### src/rtl/tmds_if.sv
// Pixel-side bundle for the TMDS encoder: sync/enable/pixel in,
// three 10-bit channel symbols out.
interface tmds_if;
    logic        vde;
    logic        hsync;
    logic        vsync;
    logic [23:0] i_data;
    logic [9:0]  tmds_b;
    logic [9:0]  tmds_g;
    logic [9:0]  tmds_r;

    modport master (
        output vde, hsync, vsync, i_data,
        input  tmds_b, tmds_g, tmds_r
    );

    modport slave (
        input  vde, hsync, vsync, i_data,
        output tmds_b, tmds_g, tmds_r
    );
endinterface

### src/rtl/tmds_encoder.sv
// Three-channel DVI TMDS encoder: registered transition minimisation,
// then registered DC balancing with a per-channel running disparity.
module tmds_encoder #(
    parameter bit MONO = 1'b1
) (
    input  logic   pclk,
    input  logic   reset,
    tmds_if.slave  bus
);

    localparam logic [9:0] TOK00 = 10'b1101010100;

    function automatic logic [9:0] f_token(input logic [1:0] ctl);
        logic [9:0] tok;
        unique case (ctl)
            2'b00: tok = 10'b1101010100;
            2'b01: tok = 10'b0010101011;
            2'b10: tok = 10'b0101010100;
            2'b11: tok = 10'b1010101011;
        endcase
        return tok;
    endfunction

    logic r_de;
    logic r_hs;
    logic r_vs;

    always_ff @(posedge pclk or posedge reset) begin
        if (reset) begin
            r_de <= 1'b0;
            r_hs <= 1'b0;
            r_vs <= 1'b0;
        end else begin
            r_de <= bus.vde;
            r_hs <= bus.hsync;
            r_vs <= bus.vsync;
        end
    end

    logic [9:0] w_sym_out [3];

    for (genvar c = 0; c < 3; c++) begin : g_ch
        logic [7:0]        w_din;
        logic [1:0]        w_ctl;
        logic [3:0]        w_n1;
        logic              w_xnor;
        logic [8:0]        w_qm;
        logic [3:0]        w_ones;
        logic signed [4:0] w_bal;
        logic [8:0]        r_qm;
        logic signed [4:0] r_bal;
        logic [9:0]        r_sym;
        logic signed [4:0] r_cnt;
        logic [9:0]        w_sym;
        logic signed [4:0] w_cnt;
        logic signed [4:0] w_q8x2;
        logic signed [4:0] w_nq8x2;

        if (c == 0) begin : g_c0
            assign w_ctl = {r_vs, r_hs};
        end else begin : g_cx
            assign w_ctl = 2'b00;
        end

        if (c == 0 || MONO) begin : g_lo
            assign w_din = bus.i_data[7:0];
        end else begin : g_hi
            assign w_din = bus.i_data[8*c +: 8];
        end

        always_comb begin
            w_n1   = 4'($countones(w_din));
            w_xnor = (w_n1 > 4'd4) || (w_n1 == 4'd4 && !w_din[0]);
            w_qm   = '0;
            w_qm[0] = w_din[0];
            for (int i = 1; i < 8; i++) begin
                w_qm[i] = w_xnor ? ~(w_qm[i-1] ^ w_din[i])
                                 :  (w_qm[i-1] ^ w_din[i]);
            end
            w_qm[8] = ~w_xnor;
            w_ones  = 4'($countones(w_qm[7:0]));
            // N1 - N0 is precomputed here to shorten the stage-2 path
            w_bal   = {w_ones, 1'b0} - 5'd8;
        end

        always_ff @(posedge pclk or posedge reset) begin
            if (reset) begin
                r_qm  <= '0;
                r_bal <= '0;
            end else begin
                r_qm  <= w_qm;
                r_bal <= w_bal;
            end
        end

        assign w_q8x2  = {3'b000, r_qm[8], 1'b0};
        assign w_nq8x2 = {3'b000, ~r_qm[8], 1'b0};

        always_comb begin
            w_sym = TOK00;
            w_cnt = r_cnt;
            if (!r_de) begin
                w_sym = f_token(w_ctl);
                w_cnt = '0;
            end else if (r_cnt == 5'sd0 || r_bal == 5'sd0) begin
                w_sym = {~r_qm[8], r_qm[8],
                         r_qm[8] ? r_qm[7:0] : ~r_qm[7:0]};
                w_cnt = r_cnt + (r_qm[8] ? r_bal : -r_bal);
            end else if (r_cnt[4] == r_bal[4]) begin
                w_sym = {1'b1, r_qm[8], ~r_qm[7:0]};
                w_cnt = r_cnt + w_q8x2 - r_bal;
            end else begin
                w_sym = {1'b0, r_qm[8], r_qm[7:0]};
                w_cnt = r_cnt + r_bal - w_nq8x2;
            end
        end

        always_ff @(posedge pclk or posedge reset) begin
            if (reset) begin
                r_sym <= TOK00;
                r_cnt <= '0;
            end else begin
                r_sym <= w_sym;
                r_cnt <= w_cnt;
            end
        end

        assign w_sym_out[c] = r_sym;
    end

    assign bus.tmds_b = w_sym_out[0];
    assign bus.tmds_g = w_sym_out[1];
    assign bus.tmds_r = w_sym_out[2];

endmodule

### src/flat_wrapper.sv
// flat-port wrapper written by rule: the top's interface ports become plain ports
module tmds_encoder_flat 
#(
    parameter bit MONO = 1'b1
)
  (pclk, reset, bus_vde, bus_hsync, bus_vsync, bus_i_data, bus_tmds_b, bus_tmds_g, bus_tmds_r);
  tmds_if bus_i ();
  input  logic pclk;
  input  logic reset;
  input wire logic [$bits(bus_i.vde)-1:0] bus_vde;
  input wire logic [$bits(bus_i.hsync)-1:0] bus_hsync;
  input wire logic [$bits(bus_i.vsync)-1:0] bus_vsync;
  input wire logic [$bits(bus_i.i_data)-1:0] bus_i_data;
  output wire logic [$bits(bus_i.tmds_b)-1:0] bus_tmds_b;
  output wire logic [$bits(bus_i.tmds_g)-1:0] bus_tmds_g;
  output wire logic [$bits(bus_i.tmds_r)-1:0] bus_tmds_r;
  assign bus_i.vde = bus_vde;
  assign bus_i.hsync = bus_hsync;
  assign bus_i.vsync = bus_vsync;
  assign bus_i.i_data = bus_i_data;
  assign bus_tmds_b = bus_i.tmds_b;
  assign bus_tmds_g = bus_i.tmds_g;
  assign bus_tmds_r = bus_i.tmds_r;
  tmds_encoder #(.MONO(MONO)) u_core (.pclk(pclk), .reset(reset), .bus(bus_i));
endmodule
### config.mk
export PLATFORM = sky130hd
export DESIGN_NAME = tmds_encoder_flat
export DESIGN_NICKNAME = d
export VERILOG_FILES = /design/src/rtl/tmds_if.sv /design/src/rtl/tmds_encoder.sv /design/src/flat_wrapper.sv
export SDC_FILE = /design/constraint.sdc
export NUM_CORES = 1
export LEC_CHECK = 0
export ABC_AREA = 1
export CAP_MARGIN = 10
export CELL_PAD_IN_SITES_DETAIL_PLACEMENT = 2
export CELL_PAD_IN_SITES_GLOBAL_PLACEMENT = 2
export CORE_UTILIZATION = 35
export CTS_BUF_LIST = sky130_fd_sc_hd__clkbuf_8
export DETAILED_ROUTE_END_ITERATION = 16
export PLACE_DENSITY_LB_ADDON = 0.1
export REMOVE_ABC_BUFFERS = 1
export SYNTH_ARGS = -nofsm -noshare
export SYNTH_HDL_FRONTEND = slang
export SYNTH_SLANG_ARGS = --single-unit
export TNS_END_PERCENT = 30
### constraint.sdc
create_clock -name pclk -period 2.8 [get_ports pclk]
set_input_delay 0.28 -clock pclk [delete_from_list [all_inputs] [get_ports pclk]]
set_output_delay 0.28 -clock pclk [all_outputs]
set_load 0.01 [all_outputs]
==> summary.md, run 1 <==
| Metric | Value |
|---|---|
| Post-synth EDFFs | `0` |
| DRT Pass-1 Iters | `10` |
| H-tree Lvls | `3` |
| RSZ-0062 raised after global routing | `true` |
| Endpoints failing hold | `0` |
| First-pass GRT wire length | `20500 um` |
| Antenna Cells | `0` |
| Die X | `112 um` |
| Post-synth ARST share | `1.00` |
| TNS Setup | `-6.89 ns` |
| Routed WL | `12500 um` |
| FP Rows | `39` |
| Synth-to-layout area growth | `28.2%` |
| Hold slack | `0.292 ns` |
| Rel. slew slack | `0.574` |
| Worst setup margin | `-1.81 ns` |
| CP Max Fanout | `2` |
| CTS tree | `built` |
| Vias in the first global route | `3990` |
| # port buffers | `between 40 and 50` |
| Clock latency at the later pin of the worst-skew pair | `0.36 ns` |
| Yosys warnings | `0` |
| CTS Hold Bufs | `0` |
| Max-cap violations | `0` |
| Gp weighted congestion | `0.774` |
| FF+latch count, synth | `57` |
| Final setup fails | `7` |
| Detail Placement HPWL | `9450 um` |
| Syn avg cell area | `~9 um^2` |
| Fmax | `0.217 GHz` |
| Critical path capture point type | `register` |
| Die ar. | `around 13000 um^2` |
| Setup Skew | `0.00845 ns` |
| Leading post-synthesis cells by cell area | `dfrtp_1, ha_1, fa_1, dfstp_2, inv_1` |
| Sequential fraction of the synthesis area | `0.341` |
| DRC | `4` |
| Critical Path AT | `4.84 ns` |
| Post-route ant nets | `0` |
| Clock root cell | `clkbuf_8` |
| Max-slew violations | `0` |
| Min-delay worst type | `in2async` |
| CTS Buffer Depth | `2` |
| Commonest non-fill, non-tap cell in the layout | `inv_1` |
| Most frequent cells in the layout | `inv_1, nand2_1, ha_1` |
| CP startpoint kind | `primary input` |
| CP required | `3.03 ns` |
| Fin nets | `around 660` |
| Core Area | `11600 um^2` |
| Share of cells above drive strength 1 | `0.226` |
| Pin count of the biggest net entering global routing | `58` |
| Wire per inst | `17.8 um` |
| Unique cell type count in the Yosys netlist | `32` |
| Grt ovf | `0` |
| Cell Area, Synth | `4230 um^2` |
| WS Path Type | `in2reg` |
| Final worst-path cycle share | `1.65` |
| Drt initial violations | `97` |
| GRT Overall Usage | `0.212` |
| Initial antenna violation count | `0` |
| Setup WS pre-CTS | `-2.88 ns` |
| Tmin final | `between 4 and 5 ns` |
| Syn Inst Count | `about 470` |
| Vias per Instance | `5.04` |
| Area leader, netlist | `dfrtp_1` |
| Failing checks | `design-rule violations, negative setup slack` |
| Initial Util | `0.365` |
| CTS clk-pin slew, worst paths | `0.07 ns` |
| Die height | `between 100 and 150 um` |
| Vias | `3532` |
| CTS Buf Count | `9` |
| Post-synth top area share | `0.254` |
| Worst-Margin Slew | `about 0.64 ns` |
| Run status | `finished with violations` |
| Num Clock Sinks | `57` |
| Total I/O pin count | `59` |
| Main synth FF type | `dfrtp_1` |
==> stage by stage <==
stage                     area [um^2]   util  cells
final                            5430  0.467    701
after floorplan                  4190      -    462
after detailed placement         5050  0.435    680
after global routing             5430  0.467    701
after global placement           5050  0.435    680
after CTS                        5360  0.461    699
==> worst paths after layout <==
check	slack (ns)	cells past startpoint	start	endpoint
setup / recovery	-1.81	19	bus_i_data[2]	u_core.g_ch[0].r_bal[4]
hold / removal	0.29	3	reset	u_core.g_ch[1].r_cnt[2]
setup reg to reg	0.33	13	u_core.g_ch[0].r_bal[2]	u_core.g_ch[0].r_cnt[4]
hold reg to reg	0.56	1	u_core.g_ch[1].r_qm[0]	u_core.bus.tmds_r[0]
max in group asynchronous	2.19	3	reset	u_core.bus.tmds_b[9]
min in group pclk	0.37	1	bus_hsync	u_core.r_hs
==> registers in the layout, indices dropped and copies added (netlist names) <==
signal	cells
u_core.g_ch.r_cnt	12
u_core.bus.tmds_b	10
u_core.bus.tmds_g	10
u_core.bus.tmds_r	9
u_core.g_ch.r_qm	9
u_core.g_ch.r_bal	4
u_core.r_de	1
u_core.r_hs	1
u_core.r_vs	1
==> cells by family after synthesis <==
| logic type | share of synthesized area |
|---|---|
| adders and majority gates | 0.262 |
| AOI/OAI and AO/OA | 0.126 |
| xor gates and xnor gates | 0.0393 |
| and+or+nand+nor | 0.146 |
| buffers and inverters | 0.0851 |
| DFF | 0.341 |
==> layout make-up <==
cell class                      instances  area (um^2)
Fill cell                            1276         6180
Multi-Input combinational cell        321         2550
Sequential cell                        57         1440
Timing Repair Buffer                   80          737
Inverter                               84          320
Tap cell                              143          179
Clock buffer                           10          138
Clock inverter                          6         58.8
==> layer usage <==
metal  wire length (um)  global-route usage  part of all wire
met5                  0                   0                 0
met1               5530               0.260              0.44
met2               6580               0.385              0.53
met4                189              0.0738             0.015
met3                207              0.0212             0.017
==> Yosys cell counts, types with 5 or more instances <==
master and count:
a211oi_1 8, a21oi_1 27, dfrtp_1 43, dfstp_2 14, fa_1 23, ha_1 52, inv_1 76, inv_2 8
nand2_1 65, nand2_2 7, nand3_1 17, nand3_2 5, nor2_1 37, o21ai_0 33, o21ai_1 6, xnor2_1 9
xor2_1 10
==> worst max-delay path, cell delays in order <==
cell     delay, ns
buf_6         0.10
ha_4          0.15
fa_1          0.51
fa_1          0.52
ha_2          0.19
inv_2         0.04
fa_1          0.51
inv_2         0.05
nand2_2       0.10
nand2_4       0.07
xor2_2        0.16
fa_2          0.57
ha_4          0.21
fa_1          0.53
ha_4          0.15
inv_2         0.03
fa_2          0.35
xor2_2        0.16
xor2_1        0.17
==> what timing repair did <==
item,in CTS,in global routing
resized for setup,53,18
setup endpoints to repair,9,9
buffers inserted,3,2
pin swaps,17,15
Power of run 1 is not shown: default switching activity piles up to over one toggle a cycle in this logic, so the estimate is an artifact.
==> inputs of run 2 (changes only) <==
- CORE_MARGIN: default -> 2
- CORE_UTILIZATION: 35 -> 34
- CTS_BUF_LIST: sky130_fd_sc_hd__clkbuf_8 -> sky130_fd_sc_hd__clkbuf_16
==> run 2 against run 1 <==
Non-clock buffer count grew 3. Clock skew is 0.0040 ns lower. First-iteration DRC count up 8.2%. The flow finishes with violations (negative setup slack). Global-route usage grew 0.53 points.
==> summary.md, run 2 (synthesis results as in run 1) <==
| Metric | Value |
|---|---|
| Gp weighted congestion | `0.776 (was 0.774)` |
| Max-slew violations | `0 (unchanged)` |
| Share of cells above drive strength 1 | `0.217 (was 0.226)` |
| Initial Util | `0.351 (was 0.365)` |
| # port buffers | `42 (unchanged)` |
| DRC | `0 (was 4)` |
| Failing checks | `negative setup slack (was design-rule violations, negative setup slack)` |
| WS Path Type | `in2reg (unchanged)` |
| Post-route ant nets | `0 (unchanged)` |
| Vias in the first global route | `4096 (was 3990)` |
| Number of flip-flops in the largest register | `12 (unchanged)` |
| Critical path capture point type | `register (unchanged)` |
| FP Rows | `40 (was 39)` |
| Fin nets | `660 (was 657)` |
| RSZ-0062 raised after global routing | `true (unchanged)` |
| CTS tree | `built (unchanged)` |
| Pin count of the biggest net entering global routing | `44 (was 58)` |
| Tmin final | `4.62 ns (was 4.61 ns)` |
| Cell breakdown of the critical path | `buf_8 > ha_4 > fa_1 > fa_1 > ha_2 > inv_2 > fa_1 > inv_2 > nand2_2 > nand2_2 > xor2_2 > fa_1 > ha_4 > fa_1 > ha_4 > inv_2 > fa_2 > xor2_2 > xor2_1 (was buf_6 > ha_4 > fa_1 > fa_1 > ha_2 > inv_2 > fa_1 > inv_2 > nand2_2 > nand2_4 > xor2_2 > fa_2 > ha_4 > fa_1 > ha_4 > inv_2 > fa_2 > xor2_2 > xor2_1)` |
| Num Clock Sinks | `57 (unchanged)` |
| Antenna Cells | `0 (unchanged)` |
| Core Area | `12100 um^2 (was 11600 um^2)` |
| CP startpoint kind | `primary input (unchanged)` |
| CP Max Fanout | `2 (unchanged)` |
| Top reg by flops | `u_core.g_ch.r_cnt (unchanged)` |
| First-pass GRT wire length | `21900 um (was 20500 um)` |
| Most frequent cells in the layout | `inv_1, nand2_1, ha_1 (unchanged)` |
| Detail Placement HPWL | `9890 um (was 9450 um)` |
| Final worst-path cycle share | `1.65 (about the same)` |
| Clock latency at the later pin of the worst-skew pair | `0.33 ns (was 0.36 ns)` |
| Commonest non-fill, non-tap cell in the layout | `inv_1 (unchanged)` |
| Routed WL | `13500 um (was 12500 um)` |
| Critical path buffer and inverter count | `4 (unchanged)` |
| Top routing layer in use | `met4 (unchanged)` |
| Rel. slew slack | `0.362 (was 0.574)` |
| Die X | `116 um (was 112 um)` |
| Die height | `116 um (was 112 um)` |
| CP delay by family, top | `adder cells (unchanged)` |
| Multi-input gate area | `2530 um^2 (was 2550 um^2)` |
| Grt ovf | `0 (unchanged)` |
| CTS Hold Bufs | `0 (unchanged)` |
| Crit-path max cell delay | `0.58 ns (was 0.57 ns)` |
| CP most frequent cell | `fa_1 (unchanged)` |
| Run status | `finished with violations (unchanged)` |
| Drt initial violations | `105 (was 97)` |
| Endpoints failing hold | `0 (unchanged)` |
| Setup Skew | `0.00445 ns (was 0.00845 ns)` |
| Worst-Margin Slew | `0.956 ns (was 0.639 ns)` |
| Wire length on met1 | `5790 um (was 5530 um)` |
| Fmax | `0.216 GHz (was 0.217 GHz)` |
| Vias per Instance | `4.88 (was 5.04)` |
| Min-delay worst type | `in2reg (was in2async)` |
| Critical-path top delay cell | `fa_1 (was fa_2)` |
| Clock root cell | `clkbuf_16 (was clkbuf_8)` |
| Register area | `1440 um^2 (unchanged)` |
| Worst setup margin | `-1.82 ns (was -1.81 ns)` |
| CTS Buffer Depth | `2 (unchanged)` |
| CTS clk-pin slew, worst paths | `0.05 ns (was 0.07 ns)` |
| Max-cap violations | `0 (unchanged)` |
| CTS Buf Count | `9 (unchanged)` |
| GRT Overall Usage | `0.217 (was 0.212)` |
| Synth-to-layout area growth | `31.6% (was 28.2%)` |
| Hold slack | `0.389 ns (was 0.292 ns)` |
| Initial antenna violation count | `0 (unchanged)` |
| Critical Path AT | `4.83 ns (was 4.84 ns)` |
| Total I/O pin count | `59 (unchanged)` |
| Die ar. | `13400 um^2 (was 12500 um^2)` |
| DRT Pass-1 Iters | `4 (was 10)` |
| Wire per inst | `18.6 um (was 17.8 um)` |
| Final setup fails | `7 (unchanged)` |
| Vias | `3554 (was 3532)` |
| Met3 routed WL | `415 um (was 207 um)` |
| H-tree Lvls | `3 (unchanged)` |
| CP required | `3.01 ns (was 3.03 ns)` |
| Fillers | `1283 (was 1276)` |
| Met2 wire len | `7150 um (was 6580 um)` |
[run 2: cell types whose count changed in the layout (fill, tap and decap cells not counted), moves of 2 or more]
cell / before / now
clkbuf_8: 10 / 0
clkbuf_16: 0 / 9
buf_4: 36 / 39
clkinvlp_4: 2 / 0
inv_1: 68 / 70
nand2_1: 61 / 63
[run 2: per-layer routing]
layer,vias up,track usage
met5,-,0
met4,0,0.0586
met3,14,0.0371
met1,1812,0.270
met2,52,0.388
li1,1676,-
[run 2: worst paths after layout]
| path | from | end | slack (ns) | cells past startpoint |
|---|---|---|---|---|
| hold / removal | bus_vsync | u_core.r_vs | 0.39 | 1 |
| hold reg to reg | u_core.g_ch[1].r_qm[0] | u_core.bus.tmds_g[0] | 0.53 | 1 |
| min in group asynchronous | reset | u_core.bus.tmds_b[5] | 0.50 | 2 |
| setup reg to reg | u_core.g_ch[0].r_bal[2] | u_core.g_ch[1].r_cnt[4] | 0.18 | 11 |
| setup / recovery | bus_i_data[2] | u_core.g_ch[0].r_bal[4] | -1.82 | 19 |
| max in group asynchronous | reset | u_core.bus.tmds_r[1] | 1.55 | 3 |
[run 2: what timing repair did]
action,4_1_cts,5_1_grt
endpoints found under the setup margin,9,11
pin swaps,16,7
setup buffers,5,2
gates resized for setup,56,10
endpoints found under the hold margin,0,0
[run 2: worst register-to-register path, delay by kind of cell, from the launching register on]
kind,cells,cell delay [ns]
DFF,1,0.41
and+or+nand+nor,3,0.20
AOI/OAI and AO/OA,4,0.74
adders and majority gates,2,0.60
buffers and inverters,2,0.56
[run 2: metrics by stage]
stage | worst slack [ns] | cells | setup TNS, ns | utilization | area, um^2
after floorplan | -2.10 | 462 | -7.37 | - | 4190
after global placement | -2.57 | 706 | -11.97 | 0.421 | 5070
after detailed placement | -2.85 | 706 | -13.89 | 0.421 | 5070
after CTS | -1.92 | 727 | -6.91 | 0.458 | 5530
after global routing | -1.94 | 729 | -7.66 | 0.462 | 5570
final | -1.82 | 729 | -6.85 | 0.462 | 5570
[run 2: area by class of cell]
class,count,share of cell area
clock inverter,7,0.0155
timing repair buffer,83,0.135
multi-input combinational,321,0.455
inverter,84,0.0570
clock buffer,9,0.0404
sequential,57,0.259
tap,168,0.0377
Power of run 2 is left out for the same reason.
==> inputs of run 3 (changes only) <==
- ABC_AREA: 1 -> default
- CORE_UTILIZATION: 34 -> 36
==> run 3 against run 2 <==
Via count decreased by 15%. Global-route usage about the same. Sequential cell count unchanged. Critical path type unchanged. The run still ends with negative setup slack left. Maximum frequency increased by 0.73%. Critical endpoint is now u_core.g_ch[0].r_bal[2].
==> summary.md, run 3 <==
| Metric | Value |
|---|---|
| Synth Area in Simple Gates | `0.0843 (was 0.146)` |
| Rel. slew slack | `0.477 (was 0.362)` |
| Pin count of the biggest net entering global routing | `58 (was 44)` |
| Total I/O pin count | `59 (unchanged)` |
| CP Max Fanout | `2 (unchanged)` |
| Tmin final | `4.59 ns (was 4.62 ns)` |
| DRC | `0 (unchanged)` |
| CP startpoint kind | `primary input (unchanged)` |
| CTS Buffer Depth | `2 (unchanged)` |
| Final worst-path cycle share | `1.64 (was 1.65)` |
| Leading post-synthesis cells by cell area | `dfrtp_1, ha_1, fa_1, xnor2_1, dfstp_2 (was dfrtp_1, ha_1, fa_1, dfstp_2, inv_1)` |
| Post-synth EDFFs | `0 (unchanged)` |
| Vias per Instance | `4.98 (was 4.88)` |
| CTS tree | `built (unchanged)` |
| Synth-to-layout area growth | `32.0% (was 31.6%)` |
| Critical path capture point type | `register (unchanged)` |
| Vias | `3010 (was 3554)` |
| Unique cell type count in the Yosys netlist | `42 (was 32)` |
| Vias in the first global route | `3590 (was 4096)` |
| GRT Overall Usage | `0.217 (about the same)` |
| Die ar. | `12300 um^2 (was 13400 um^2)` |
| Clock root cell | `clkbuf_16 (unchanged)` |
| Worst setup margin | `-1.79 ns (was -1.82 ns)` |
| Failing checks | `negative setup slack (unchanged)` |
| CP required | `3.02 ns (was 3.01 ns)` |
| CTS Buf Count | `9 (unchanged)` |
| WS Path Type | `in2reg (unchanged)` |
| H-tree Lvls | `3 (unchanged)` |
| Detail Placement HPWL | `8220 um (was 9890 um)` |
| Fillers | `1145 (was 1283)` |
| Antenna Cells | `0 (unchanged)` |
| Syn Inst Count | `380 (was 469)` |
| Fmax | `0.218 GHz (was 0.216 GHz)` |
| Commonest non-fill, non-tap cell in the layout | `inv_1 (unchanged)` |
| Die X | `111 um (was 116 um)` |
| Grt ovf | `0 (unchanged)` |
| Drt initial violations | `114 (was 105)` |
| Setup Skew | `0.00795 ns (was 0.00445 ns)` |
| Post-synth top area share | `0.262 (was 0.254)` |
| Main synth FF type | `dfrtp_1 (unchanged)` |
| Gp weighted congestion | `0.743 (was 0.776)` |
| Xor and xnor area share after synthesis | `0.135 (was 0.0393)` |
| FF+latch count, synth | `57 (unchanged)` |
| Sequential fraction of the synthesis area | `0.351 (was 0.341)` |
| RSZ-0062 raised after global routing | `true (unchanged)` |
| Max-slew violations | `0 (unchanged)` |
| Hold slack | `0.326 ns (was 0.389 ns)` |
| Final Instance Area | `5430 um^2 (was 5570 um^2)` |
| Yosys warnings | `0 (unchanged)` |
| Most frequent cells in the layout | `inv_1, ha_1, dfrtp_1 (was inv_1, nand2_1, ha_1)` |
| Initial Util | `0.365 (was 0.351)` |
| Num Clock Sinks | `57 (unchanged)` |
| Share of cells above drive strength 1 | `0.219 (was 0.217)` |
| Mux contribution to synthesized area | `0.0240 (was 0)` |
| Worst Reg-to-Reg Cells | `9 (was 11)` |
| Fin nets | `560 (was 660)` |
| Syn avg cell area | `10.8 um^2 (was 9.03 um^2)` |
| Core Area | `11300 um^2 (was 12100 um^2)` |
| First-pass GRT wire length | `20400 um (was 21900 um)` |
| Run status | `finished with violations (unchanged)` |
| Wire per inst | `20.4 um (was 18.6 um)` |
| FP Rows | `39 (was 40)` |
| Clock latency at the later pin of the worst-skew pair | `0.33 ns (about the same)` |
| Critical Path AT | `4.81 ns (was 4.83 ns)` |
| Top reg by flops | `u_core.g_ch.r_cnt (unchanged)` |
| Fraction of the mapped netlist area in adder cells | `0.270 (was 0.262)` |
| Largest family of logic cells by synthesized area | `adder cells (unchanged)` |
| Area leader, netlist | `dfrtp_1 (unchanged)` |
| Post-route ant nets | `0 (unchanged)` |
| Die height | `111 um (was 116 um)` |
| Routed WL | `12300 um (was 13500 um)` |
| Max-cap violations | `0 (unchanged)` |
| DRT Pass-1 Iters | `4 (unchanged)` |
| Complex-gate fraction of the synthesized area | `0.0767 (was 0.126)` |
| Post-synth ARST share | `1.00 (unchanged)` |
| Cell Area, Synth | `4110 um^2 (was 4230 um^2)` |
| Synth cell count leaders | `ha_1, inv_1, dfrtp_1, xnor2_1, nand2_1 (was inv_1, nand2_1, ha_1, dfrtp_1, nor2_1)` |
| Min-delay worst type | `in2async (was in2reg)` |
| Endpoints failing hold | `0 (unchanged)` |
| # port buffers | `42 (unchanged)` |
| Post-DP Area | `4890 um^2 (was 5070 um^2)` |
| Worst-Margin Slew | `0.784 ns (was 0.956 ns)` |
| Initial antenna violation count | `0 (unchanged)` |
| Final setup fails | `7 (unchanged)` |
| CTS clk-pin slew, worst paths | `0.06 ns (was 0.05 ns)` |
| Number of flip-flops in the largest register | `12 (unchanged)` |
| Post-layout util | `0.481 (was 0.462)` |
run 3: layout make-up:
class | count | area (um^2) | area share
sequential | 57 | 1440 | 0.266
timing repair buffer | 73 | 683 | 0.126
multi-input combinational | 263 | 2600 | 0.479
inverter | 52 | 195 | 0.0360
clock buffer | 9 | 225 | 0.0415
clock inverter | 7 | 103 | 0.0189
tap | 143 | 179 | 0.0330
run 3: routing by layer:
| layer | routed length (um) | track usage | vias to the layer above | part of all wire |
|---|---|---|---|---|
| li1 | - | - | 1375 | - |
| met1 | 5220 | 0.264 | 1578 | 0.42 |
| met2 | 6600 | 0.400 | 41 | 0.54 |
| met3 | 228 | 0.0301 | 16 | 0.019 |
| met4 | 255 | 0.0583 | 0 | 0.021 |
| met5 | 0 | 0 | - | 0 |
run 3: cells by family (layout without fill, tap and decap cells):
kind of cell | after synthesis | count (layout)
xor gates and xnor gates | 61 | 61
adders and majority gates | 75 | 75
buffers and inverters | 60 | 141
AOI/OAI and AO/OA | 50 | 50
and+or+nand+nor | 71 | 71
muxes | 6 | 6
DFF | 57 | 57
run 3: timing repair:
item | 4_1_cts | 5_1_grt
endpoints found under the setup margin | 9 | 8
buffers inserted | 2 | 1
resized for setup | 61 | 8
hold buffers | 0 | 0
cloned | 0 | 0
pin swaps | 17 | 7
run 3: worst max-delay path, cell delays in order:
cell	delay, ns
buf_8	0.10
ha_4	0.15
fa_1	0.51
fa_1	0.53
ha_2	0.17
inv_2	0.04
fa_1	0.50
o21ai_2	0.22
xor2_2	0.20
fa_2	0.51
ha_4	0.24
fa_2	0.58
ha_4	0.17
inv_2	0.04
fa_2	0.52
inv_2	0.03
run 3: path summary, 6_finish.rpt:
path / endpoint / startpoint / slack [ns]
worst max-delay path: u_core.g_ch[0].r_bal[2] / bus_i_data[4] / -1.79
max in group asynchronous: u_core.bus.tmds_g[4] / reset / 2.13
min in group pclk: u_core.r_de / bus_vde / 0.39
worst min register to register: u_core.bus.tmds_g[5] / u_core.g_ch[1].r_qm[5] / 0.63
worst max register to register: u_core.g_ch[2].r_cnt[4] / u_core.g_ch[0].r_bal[1] / 0.19
worst min-delay path: u_core.r_de / reset / 0.33
run 3: per-stage QoR:
step                      setup TNS, ns  instances  setup slack, ns
after floorplan                   -7.90        372            -2.07
after global placement           -12.08        585            -2.49
after detailed placement         -13.63        585            -2.70
after CTS                         -6.63        603            -1.82
after global routing              -7.72        604            -1.90
final                             -7.09        604            -1.79
Power of run 3 is left out for the same reason.
